### config.mk
export PLATFORM = sky130hd
export DESIGN_NAME = nway_stream_divider
export DESIGN_NICKNAME = d
export VERILOG_FILES = /design/src/rtl/nway_stream_divider.sv
export SDC_FILE = /design/constraint.sdc
export NUM_CORES = 1
export LEC_CHECK = 0
export CAP_MARGIN = 15
export CORE_MARGIN = 2
export CORE_UTILIZATION = 50
export CTS_CLUSTER_DIAMETER = 100
export DETAILED_ROUTE_END_ITERATION = 8
export GPL_ROUTABILITY_DRIVEN = 0
export PLACE_DENSITY = 0.76
export SETUP_SLACK_MARGIN = 0.2
export SYNTH_ARGS = -nofsm -noshare
export SYNTH_HDL_FRONTEND = slang
export SYNTH_SLANG_ARGS = --single-unit
export TNS_END_PERCENT = 5
### constraint.sdc
create_clock -name clk -period 2.55 [get_ports clk]
set_input_delay 0.51 -clock clk [delete_from_list [all_inputs] [get_ports clk]]
set_output_delay 0.51 -clock clk [all_outputs]
set_load 0.01 [all_outputs]
### src/rtl/nway_stream_divider.sv
// nway_stream_divider
// One valid/ready input stream fanned out to NCH independent output channels.
// Every channel owns a small first-word-fall-through FIFO, so a stalled consumer
// only affects its own channel. Two split modes: broadcast (every beat goes to
// every channel) and round-robin (each beat goes to one channel in turn). With
// isolate=1 the input never stalls; beats aimed at a full channel are dropped
// and counted in that channel's saturating drop counter.
//
// Handshake: a beat moves across an interface on a rising edge where valid and
// ready are both 1. in_ready depends only on registered FIFO occupancy, the rr
// pointer, mode, isolate and rst_n -- never on out_ready -- so a pop in the same
// cycle never frees space for a push in that cycle. out_valid[i] is simply
// "channel i FIFO is non-empty" and is not gated by out_ready.
//
// The design has no control FSM; the only sequencing state is the round-robin
// pointer rr, which a bench may observe hierarchically.

module nway_stream_divider #(
   parameter int WIDTH = 16,
   parameter int NCH   = 2,
   parameter int DEPTH = 4,
   parameter int CNT_W = 16
) (
   input  logic                   clk,
   input  logic                   rst_n,
   input  logic                   mode,
   input  logic                   isolate,
   input  logic                   clr_cnt,
   input  logic                   in_valid,
   output logic                   in_ready,
   input  logic [WIDTH-1:0]       in_data,
   output logic [NCH-1:0]         out_valid,
   input  logic [NCH-1:0]         out_ready,
   output logic [NCH*WIDTH-1:0]   out_data,
   output logic [NCH*CNT_W-1:0]   drop_cnt
);

   localparam int RR_W = (NCH > 1) ? $clog2(NCH) : 1;
   localparam int AW   = $clog2(DEPTH);
   localparam int CW   = AW + 1;

   localparam logic [RR_W-1:0] RR_LAST = RR_W'(NCH - 1);
   localparam logic [CW-1:0]   CNT_FULL = CW'(DEPTH);

   // Round-robin pointer: channel that receives the next accepted beat in split mode.
   logic [RR_W-1:0]  rr;

   // Per-channel FIFO storage and bookkeeping.
   logic [WIDTH-1:0] mem     [NCH][DEPTH];
   logic [AW-1:0]    wr_ptr  [NCH];
   logic [AW-1:0]    rd_ptr  [NCH];
   logic [CW-1:0]    count   [NCH];
   logic [CNT_W-1:0] cnt     [NCH];

   logic [NCH-1:0]   full;
   logic [NCH-1:0]   target;
   logic [NCH-1:0]   push;
   logic [NCH-1:0]   pop;
   logic [NCH-1:0]   drop;
   logic             any_full;
   logic             rr_full;
   logic             accept;

   // Occupancy flags, beat routing, and the input handshake.
   always_comb begin
      full     = '0;
      target   = '0;
      any_full = 1'b0;
      for (int i = 0; i < NCH; i++) begin
         full[i]   = (count[i] == CNT_FULL);
         target[i] = mode ? (rr == RR_W'(i)) : 1'b1;
         any_full  = any_full | full[i];
      end
      rr_full = full[rr];

      // Held low during reset; otherwise only a lossless mode can stall the source.
      if (!rst_n) begin
         in_ready = 1'b0;
      end else if (isolate) begin
         in_ready = 1'b1;
      end else if (mode) begin
         in_ready = !rr_full;
      end else begin
         in_ready = !any_full;
      end

      accept = in_valid & in_ready;

      // "full" is start-of-cycle occupancy: a targeted full channel drops even if it pops now.
      push = '0;
      drop = '0;
      pop  = '0;
      for (int i = 0; i < NCH; i++) begin
         push[i] = accept & target[i] & !full[i];
         drop[i] = accept & target[i] &  full[i];
         pop[i]  = out_valid[i] & out_ready[i];
      end
   end

   // Output views: FIFO heads are shown only while the channel holds data.
   always_comb begin
      out_valid = '0;
      out_data  = '0;
      drop_cnt  = '0;
      for (int i = 0; i < NCH; i++) begin
         out_valid[i] = (count[i] != '0);
         if (count[i] != '0) begin
            out_data[i*WIDTH +: WIDTH] = mem[i][rd_ptr[i]];
         end
         drop_cnt[i*CNT_W +: CNT_W] = cnt[i];
      end
   end

   // FIFO pointers and occupancy; reset empties every channel.
   always_ff @(posedge clk or negedge rst_n) begin
      if (!rst_n) begin
         for (int i = 0; i < NCH; i++) begin
            wr_ptr[i] <= '0;
            rd_ptr[i] <= '0;
            count[i]  <= '0;
         end
      end else begin
         for (int i = 0; i < NCH; i++) begin
            if (push[i]) begin
               wr_ptr[i] <= wr_ptr[i] + 1'b1;
            end
            if (pop[i]) begin
               rd_ptr[i] <= rd_ptr[i] + 1'b1;
            end
            count[i] <= count[i] + CW'(push[i]) - CW'(pop[i]);
         end
      end
   end

   // FIFO storage writes; contents are invisible until count says they are valid.
   always_ff @(posedge clk) begin
      for (int i = 0; i < NCH; i++) begin
         if (push[i]) begin
            mem[i][wr_ptr[i]] <= in_data;
         end
      end
   end

   // Round-robin pointer advances on every accepted beat in split mode, dropped or not.
   always_ff @(posedge clk or negedge rst_n) begin
      if (!rst_n) begin
         rr <= '0;
      end else if (accept && mode) begin
         rr <= (rr == RR_LAST) ? '0 : rr + 1'b1;
      end
   end

   // Saturating drop counters; a clear wins over a coincident drop.
   always_ff @(posedge clk or negedge rst_n) begin
      if (!rst_n) begin
         for (int i = 0; i < NCH; i++) begin
            cnt[i] <= '0;
         end
      end else begin
         for (int i = 0; i < NCH; i++) begin
            if (clr_cnt) begin
               cnt[i] <= '0;
            end else if (drop[i] && (cnt[i] != '1)) begin
               cnt[i] <= cnt[i] + 1'b1;
            end
         end
      end
   end

endmodule
Word level (Yosys, flattened, before mapping)
Memories as Yosys holds them, arrays and structs flattened.
Cells that the tools add are included.

storage, ports and cells
  bits in read-only memories = 0
  memories = 1
  flip-flop bits (word level) = 47
  output and inout bits = 67
  logic and storage cells = 88
  bits in writable memories = 128
  bits in latches = 0

memories
  name  words  bits a word  rd ports  clocked after Yosys merged registers in  write ports  RTL line  RTL
  mem   2      64           2         0                                        2            49        logic [WIDTH-1:0] mem [NCH][DEPTH];

cells by class
  shifts and indexed selects = 0
  reduce and logical (&&, ||, !) cells = 13
  bitwise gates (word level) = 15
  eq/ne operators = 4
  multiply operators = 0
  divide/modulo/power cells = 0
  add/subtract/negate cells = 11
  magnitude comparators = 7
  multiplexer cells = 28

operator list
  cell                                                 number
  two-way mux 16 bit                                   12
  two-way mux 64 bit                                   2
  binary-select mux 16 bit (select 2 bit)              2
  demux 16 bit (select 2 bit)                          2
  adder 16 x 1 -> 16 bit (second input constant)       2
  inequality test 16 bit (second input constant)       2
  >= comparator 3 bit (second input constant)          4
  NOT 2 -> 3 bit                                       4
  two-way mux 1 bit                                    10
  bitwise AND 1 bit                                    9
  adder 2 x 1 -> 2 bit (second input constant)         4
  adder 3 x 1 -> 3 bit                                 2
  == test 3 bit (second input constant)                2
  < comparator 3 x 1 -> 1 bit (second input constant)  2
  nonzero test 3 bit                                   2
  subtractor 3 x 1 -> 3 bit                            2
  logical AND 1 bit                                    5
  zero test 1 bit                                      4
  nonzero test 2 bit                                   2
  < comparator 1 x 2 -> 1 bit (second input constant)  1
  adder 1 bit (second input constant)                  1
  NOT 1 bit                                            1
  bitwise OR 1 bit                                     1

Depth between registers and ports, before layout
Gate-level depths: netlist of run 1.

  depth in word-level cells = 13
  depth in mapped cells = 10
  mapped depth without buffers = 10

Worst setup path after synthesis of run 1
Ideal clock, no wire load.

  path kind = reg2reg
  start = register count[4] in the netlist's numbering
  end = register count[2] in the netlist's numbering
  library setup time = 0.124 ns
  buffers on the path = 1
  period minus slack after synthesis = 2.384 ns
  arrival time = 2.260 ns
  cell stages (with the launch flop) = 11
  data required time = 2.426 ns
  setup slack = 0.166 ns
  path through = dfrtp_1 > or3b_1 > clkbuf_1 > o311a_1 > inv_2 > ha_1 > inv_1 > ha_1 > fa_1 > xor2_1 > xnor2_1

between the ends
  cells in the longest elaborated chain, start to end = 12
  elaborated cells on any way between the ends = 14
  classes of those cells = 2 x add/sub; 1 x eq/ne; 5 x mux; 4 x bitwise; 2 x reduce/logical

ends and longest elaborated chain
  element                                               RTL line  RTL
  start, declared                                       52        logic [CW-1:0] count [NCH];
  start signal, assigned by index                       130       count[i] <= count[i] + CW'(push[i]) - CW'(pop[i]);
  == test 3 bit *                                       70        full[i] = (count[i] == CNT_FULL);
  two-way mux 1 bit (implied by the code) (2 in a row)  74        rr_full = full[rr];
  zero test 1 bit                                       82        in_ready = !rr_full;
  two-way mux 1 bit *                                   81        end else if (mode) begin
  two-way mux 1 bit *                                   79        end else if (isolate) begin
  two-way mux 1 bit *                                   77        if (!rst_n) begin
  bitwise AND 1 bit *                                   87        accept = in_valid & in_ready;
  bitwise AND 1 bit * (2 in a row)                      94        push[i] = accept & target[i] & !full[i];
  adder 3 x 1 -> 3 bit *                                130
  subtractor 3 x 1 -> 3 bit *                           130

Mark *: on every way between the ends. The rest lies on a longest branch, timed or not. The select of a mux whose other input is x is not followed.
A chain may end at the register's enable or synchronous reset.

Worst setup path after layout of run 1
  start = register rd_ptr[0] in the netlist's numbering
  end = output port out_data[25]

between the ends
  cells in the longest elaborated chain, start to end = 5

ends and longest elaborated chain
  element                                                RTL line  RTL
  start, declared                                        51        logic [AW-1:0] rd_ptr [NCH];
  start signal, assigned by index                        128       rd_ptr[i] <= rd_ptr[i] + 1'b1;
  NOT 2 -> 3 bit (implied by the code)                   108       out_data[i*WIDTH +: WIDTH] = mem[i][rd_ptr[i]];
  binary-select mux 16 bit (select 2 bit)                108
  two-way mux 16 bit (implied by the code) (2 in a row)  108
  two-way mux 16 bit                                     107       if (count[i] != '0) begin
  end, declared                                          34        output logic [NCH*WIDTH-1:0] out_data,

No other way between the ends. The select of a mux whose other input is x is not followed.

==> flow_metrics.env, run 1 <==
export IMPL_synth_edf_count=128
export IMPL_slew_violations=0
export IMPL_insertion_delay_ps=420
export IMPL_cts_buffer_depth=2
export IMPL_die_h_um=126
export IMPL_ys_seq_area_frac=0.669
export IMPL_initial_utilization=0.514
export IMPL_hpwl_mm=9.66
export IMPL_io_buffer_count=90
export IMPL_post_route_min_period_ps=2420
export IMPL_ys_flop_type="edfxtp_1"
export IMPL_path_class="flop to primary output"
export IMPL_io_pins=91
export IMPL_grt_antenna_before_repair=0
export IMPL_setup_viol=0
export IMPL_grt_max_degree=49
export IMPL_grt_pass1_vias=4641
export IMPL_clock_sinks=175
export IMPL_design_area_mm2=0.00948
export IMPL_hold_path_class="input port to async pin"
export IMPL_placementRows=44
export IMPL_period_share=0.948
export IMPL_drive_gt1_frac=0.253
export IMPL_grt_use_met1=0.278
export IMPL_worst_pin_slew_ps=655
export IMPL_dr_pass1_iters=4
export IMPL_cts_inserted_buffers=17
export IMPL_netlist_area_mm2=0.00750
export IMPL_peakVddDrop_v=0.000561
export IMPL_outcome="completed"
export IMPL_synthAdderAreaFrac=0.0287
export IMPL_final_common_cell="edfxtp_1"
export IMPL_wl_mm=15.4
export IMPL_root_buffer="clkbuf_16"
export IMPL_setup_slack_ps=132
export IMPL_r2r_slack_ps=190
export IMPL_dpl_cell_area_mm2=0.00879
export IMPL_grt_busiest_layer="met2"
export IMPL_postSynthCellCount=479
export IMPL_ys_ff_latch=175
export IMPL_slew_headroom=0.562
export IMPL_crit_arrival_ps=1910
export IMPL_cp_slowest_cell="mux4_2"
export IMPL_synth_simple_gate_area_frac=0.126
export IMPL_critPathCaptureType="primary output"
export IMPL_cts_tree="built"
export IMPL_avgSynthCellArea_um2=15.7
export IMPL_crit_required_ps=2040
export IMPL_gr_total_overflow=0
export IMPL_rsz0062_at_grt="yes"
export IMPL_core_area_mm2=0.0146
export IMPL_area_growth_syn_to_layout_pct=26.4
export IMPL_grt_use_total=0.202
export IMPL_synth_mux_area_frac=0.105
export IMPL_cp_start_kind="flop"
export IMPL_slowest_delay_ps=480
export IMPL_synth_top_family_by_area="simple AND/OR/NAND/NOR gates"
export IMPL_maxCapViolCount=0
export IMPL_mostFrequentLayoutCells="128 x edfxtp_1, 54 x clkdlybuf4s50_1, 46 x dfrtp_1, 39 x and2_1, 36 x nor2_1"
export IMPL_htreeDepth=4
export IMPL_vias=4481
export IMPL_p_leak_nw=3.46
export IMPL_dieWidth_um=126
export IMPL_pwr_density_cell_mw_per_mm2=959
export IMPL_async_reset_ff_frac=0.269
export IMPL_drtAntennaViolNets=0
export IMPL_grt_pass1_wl_mm=24.6
export IMPL_n_antenna_cell=0
export IMPL_worstPathCellList="buf_8 -> mux4_2 -> and2_1 -> clkdlybuf4s15_1"
export IMPL_clkTransAtPathRegs_ps=70
export IMPL_dp_slack_ps=-288
export IMPL_synth_distinct_cells=44
export IMPL_r2r_start="count[4]"
export IMPL_num_fill_cells=1005
export IMPL_finalSetupTns_ps=0
export IMPL_skew_ps=12.7
export IMPL_max_freq_ghz=0.414
export IMPL_drt_initial_drc_count=335
export IMPL_drc=0
export IMPL_fp_dieArea_mm2=0.0160
export IMPL_synth_compound_area_frac=0.0142
export IMPL_cts_hold_buf=0
export IMPL_reg2reg_to="count[2]"
export IMPL_wl_per_cell_um=19.0
export IMPL_fin_nets=652
export IMPL_syn_nets=519
export IMPL_rr_worst_depth=10
export IMPL_grt_use_met2=0.320
export IMPL_hold_viol=0
export IMPL_ys_warn_count=0
export IMPL_cp_max_fo=5
export IMPL_viasPerCell=5.54
export IMPL_met3_usage=0.0451
export IMPL_synthXorXnorAreaFrac=0.0385
[cell families (layout without fill, tap and decap cells)]
logic type,count (synthesis),in the layout
DFF,175,175
and+or+nand+nor,165,165
muxes,38,38
buffers and inverters,36,182
xor gates and xnor gates,33,33
adders and majority gates,16,16
AOI/OAI and AO/OA,16,16
[stage by stage]
stage	power, mW	hold WS (ps)	cells	utilization
detailed placement	6.50	526	762	0.602
floorplan	5.21	214	479	-
global route	9.51	309	809	0.650
finish	9.09	257	809	0.650
global placement	6.43	509	762	0.602
CTS	9.12	266	808	0.648
[how the worst max path moves through the flow]
stage,from,to,cells past startpoint
global placement,mode,count[2],11
finish,rd_ptr[0],out_data[25],4
CTS,rd_ptr[0],out_data[20],4
global route,rd_ptr[0],out_data[25],4
detailed placement,mode,count[2],11
floorplan,count[4],count[2],10
[per-layer routing]
layer,wire [µm],up-vias
li1,-,2055
met1,6680,2279
met2,7600,127
met3,839,20
met4,277,0
met5,0,-
[where the power goes]
| part | internal [mW] | switching [mW] | total, mW |
|---|---|---|---|
| combinational | 1.68 | 1.39 | 3.07 |
| clock | 1.37 | 1.11 | 2.48 |
| sequential | 3.38 | 0.155 | 3.54 |
| total | 6.43 | 2.66 | 9.09 |
[sequential cells by signal, summed over array words and instances, names as in the netlist]
signal	flops
rd_ptr	4
mem	128
drop_cnt	32
count	6
rr	1
wr_ptr	4
[final cells by class]
class / count / area (µm²) / area share
inverter: 15 / 56.3 / 0.00594
timing repair buffer: 135 / 1220 / 0.129
clock buffer: 20 / 437 / 0.0461
tap: 184 / 230 / 0.0243
sequential: 175 / 5020 / 0.530
multi-input combinational: 268 / 2390 / 0.252
clock inverter: 12 / 125 / 0.0132
[timing repair]
action,4_1_cts,5_1_grt
gates cloned,3,0
setup buffers,11,1
endpoints found under the setup margin,36,44
pin swaps,5,3
resized for setup,147,6
[cells in the mapped netlist, types with 6 or more instances]
cell / instances / area share
edfxtp_1: 128 / 0.51
dfrtp_1: 47 / 0.16
and2_1: 44 / 0.037
nor2_1: 36 / 0.018
mux4_2: 32 / 0.096
xnor2_1: 27 / 0.032
clkbuf_1: 16 / 0.0080
nand3_1: 16 / 0.011
nand2_1: 15 / 0.0075
ha_1: 14 / 0.023
inv_1: 13 / 0.0065
nand4_1: 9 / 0.0075
nor3_1: 8 / 0.0053
nor2b_1: 6 / 0.0050
nor4_1: 6 / 0.0050
xor2_1: 6 / 0.0070
[critical path: cells and delay by family, from the launching register on]
kind | cells | cell delay (ps)
mux | 1 | 480
simple gates | 1 | 180
buf+inv | 2 | 410
flops | 1 | 420
Power figures use the tool's default switching activity.
==> inputs of run 2 (changes only) <==
Settings changed: CORE_UTILIZATION 50 to 56, GPL_ROUTABILITY_DRIVEN 0 to unset, MAX_ROUTING_LAYER set to met4, PLACE_DENSITY 0.76 to 0.8.
Clock period 2.55 ns to 2.6 ns, I/O delays scaled along.
==> run 2 against run 1 <==
  * Flip-flop and latch count stayed put
  * Sequential power is 1% lower
  * Critical path depth is 1 higher
  * Highest routed layer unchanged
  * Clock skew is 3.6 ps lower
  * Non-clock buffer count is 5 lower
  * Combinational power hardly changed
  * Largest cell class unchanged
  * Die area is 10% lower
  * Global-route usage is 3.7 points higher
  * Core utilization is 7.0 points higher
  * Cell count is 1.6% lower
  * Sequential share of layout area is 0.14 points higher
  * Via count is 0.62% lower
==> flow_metrics.env, run 2 (same netlist as run 1, synthesis figures left out) <==
export IMPL_outcome="completed"
export IMPL_dpl_cell_area_mm2=0.00873
export IMPL_grt_antenna_before_repair=0
export IMPL_r2r_slack_ps=180
export IMPL_root_buffer="clkbuf_16"
export IMPL_slew_headroom=0.415
export IMPL_grt_pass1_wl_mm=24.5
export IMPL_max_freq_ghz=0.403
export IMPL_mostFrequentLayoutCells="128 x edfxtp_1, 55 x clkdlybuf4s50_1, 45 x dfrtp_1, 36 x nor2_1, 35 x and2_1"
export IMPL_clock_sinks=175
export IMPL_crit_arrival_ps=1960
export IMPL_drtAntennaViolNets=0
export IMPL_final_common_cell="edfxtp_1"
export IMPL_skew_ps=9.12
export IMPL_gr_total_overflow=0
export IMPL_core_area_mm2=0.0131
export IMPL_num_fill_cells=843
export IMPL_grt_pass1_vias=4609
export IMPL_placementRows=42
export IMPL_multi_input_area_mm2=0.00238
export IMPL_cts_tree="built"
export IMPL_die_h_um=120
export IMPL_worst_pin_slew_ps=877
export IMPL_insertion_delay_ps=430
export IMPL_p_leak_nw=3.44
export IMPL_dp_slack_ps=-250
export IMPL_fin_nets=647
export IMPL_cp_slowest_cell="mux4_2"
export IMPL_setup_viol=0
export IMPL_drive_gt1_frac=0.239
export IMPL_hpwl_mm=9.78
export IMPL_path_class="flop to primary output"
export IMPL_drc=0
export IMPL_dr_pass1_iters=4
export IMPL_rr_worst_depth=10
export IMPL_crit_start="rd_ptr[2]"
export IMPL_n_antenna_cell=0
export IMPL_io_pins=91
export IMPL_drt_initial_drc_count=366
export IMPL_r2r_start="count[4]"
export IMPL_area_growth_syn_to_layout_pct=26.1
export IMPL_reg2reg_to="count[2]"
export IMPL_grt_use_total=0.239
export IMPL_hold_path_class="input port to async pin"
export IMPL_worstPathCellList="buf_12 -> buf_8 -> mux4_2 -> and2_1 -> clkdlybuf4s15_2"
export IMPL_crit_required_ps=2080
export IMPL_cp_max_fo=6
export IMPL_crit_path_end="out_data[12]"
export IMPL_critPathCaptureType="primary output"
export IMPL_grt_max_degree=49
export IMPL_slew_violations=0
export IMPL_dieWidth_um=120
export IMPL_gp_congestion=0.837
export IMPL_fp_dieArea_mm2=0.0143
export IMPL_hold_viol=0
export IMPL_cp_start_kind="flop"
export IMPL_cts_buffer_depth=2
export IMPL_viasPerCell=5.59
export IMPL_wl_mm=15.6
export IMPL_wl_per_cell_um=19.6
export IMPL_largest_reg_flops=128
export IMPL_vias=4453
export IMPL_post_route_min_period_ps=2480
export IMPL_rsz0062_at_grt="yes"
export IMPL_cts_inserted_buffers=17
export IMPL_io_buffer_count=90
export IMPL_peakVddDrop_v=0.000481
export IMPL_pwr_density_cell_mw_per_mm2=950
export IMPL_maxCapViolCount=0
export IMPL_slowest_delay_ps=500
export IMPL_setup_slack_ps=119
export IMPL_initial_utilization=0.571
export IMPL_htreeDepth=4
export IMPL_design_area_mm2=0.00946
export IMPL_clkTransAtPathRegs_ps=60
export IMPL_regArea_mm2=0.00502
export IMPL_period_share=0.954
==> run 2: layout make-up <==
type                            count  share of cell area
Sequential cell                   175               0.531
Tap cell                          176              0.0233
Timing Repair Buffer              130               0.129
Clock inverter                     10             0.00820
Clock buffer                       22              0.0513
Multi-Input combinational cell    268               0.251
Inverter                           15             0.00595
==> run 2: layer usage <==
metal,routed length (µm),track usage,up-vias
li1,-,-,2040
met1,6490,0.297,2243
met2,7790,0.381,143
met3,896,0.0499,27
met4,382,0.113,0
met5,0,-,-
==> run 2: worst max-delay path, delay by kind of cell, from the launching register on <==
kind	cells	cell delay (ps)
and+or+nand+nor	1	160
buffers and inverters	3	490
DFF	1	390
muxes	1	500
==> run 2: worst min path at each step <==
stage	end	cells after the start	slack (ps)	start
detailed placement	rd_ptr[1]	1	470	rd_ptr[1]
CTS	drop_cnt[31]	2	260	rst_n
global placement	rd_ptr[1]	1	460	rd_ptr[1]
floorplan	count[0]	0	220	rst_n
global route	drop_cnt[31]	2	310	rst_n
finish	drop_cnt[31]	2	250	rst_n
==> run 2: repair_timing <==
action                                  in CTS  in global routing
hold buffers                                 0                  0
resized for setup                          104                 24
pin swaps                                    4                  2
cloned                                       2                  0
buffers inserted                            14                  1
endpoints found under the setup margin      36                 71
==> run 2: metrics by stage <==
| stage | total power [mW] | hold slack, ps | util | setup TNS, ps | std cells |
|---|---|---|---|---|---|
| 2_1_floorplan | 5.10 | 224 | - | 0 | 479 |
| 3_3_place_gp | 6.27 | 465 | 0.664 | -8620 | 747 |
| 3_5_place_dp | 6.39 | 473 | 0.664 | -13700 | 747 |
| 4_1_cts | 9.02 | 259 | 0.722 | 0 | 795 |
| 5_1_grt | 9.38 | 307 | 0.720 | 0 | 796 |
| 6_report | 8.98 | 251 | 0.720 | 0 | 796 |
==> run 2: power breakdown <==
group          leakage, nW  internal (mW)  switching, mW  total [mW]
sequential            1.78           3.32          0.167        3.49
clock                0.267           1.34           1.06        2.40
combinational         1.40           1.71           1.37        3.09
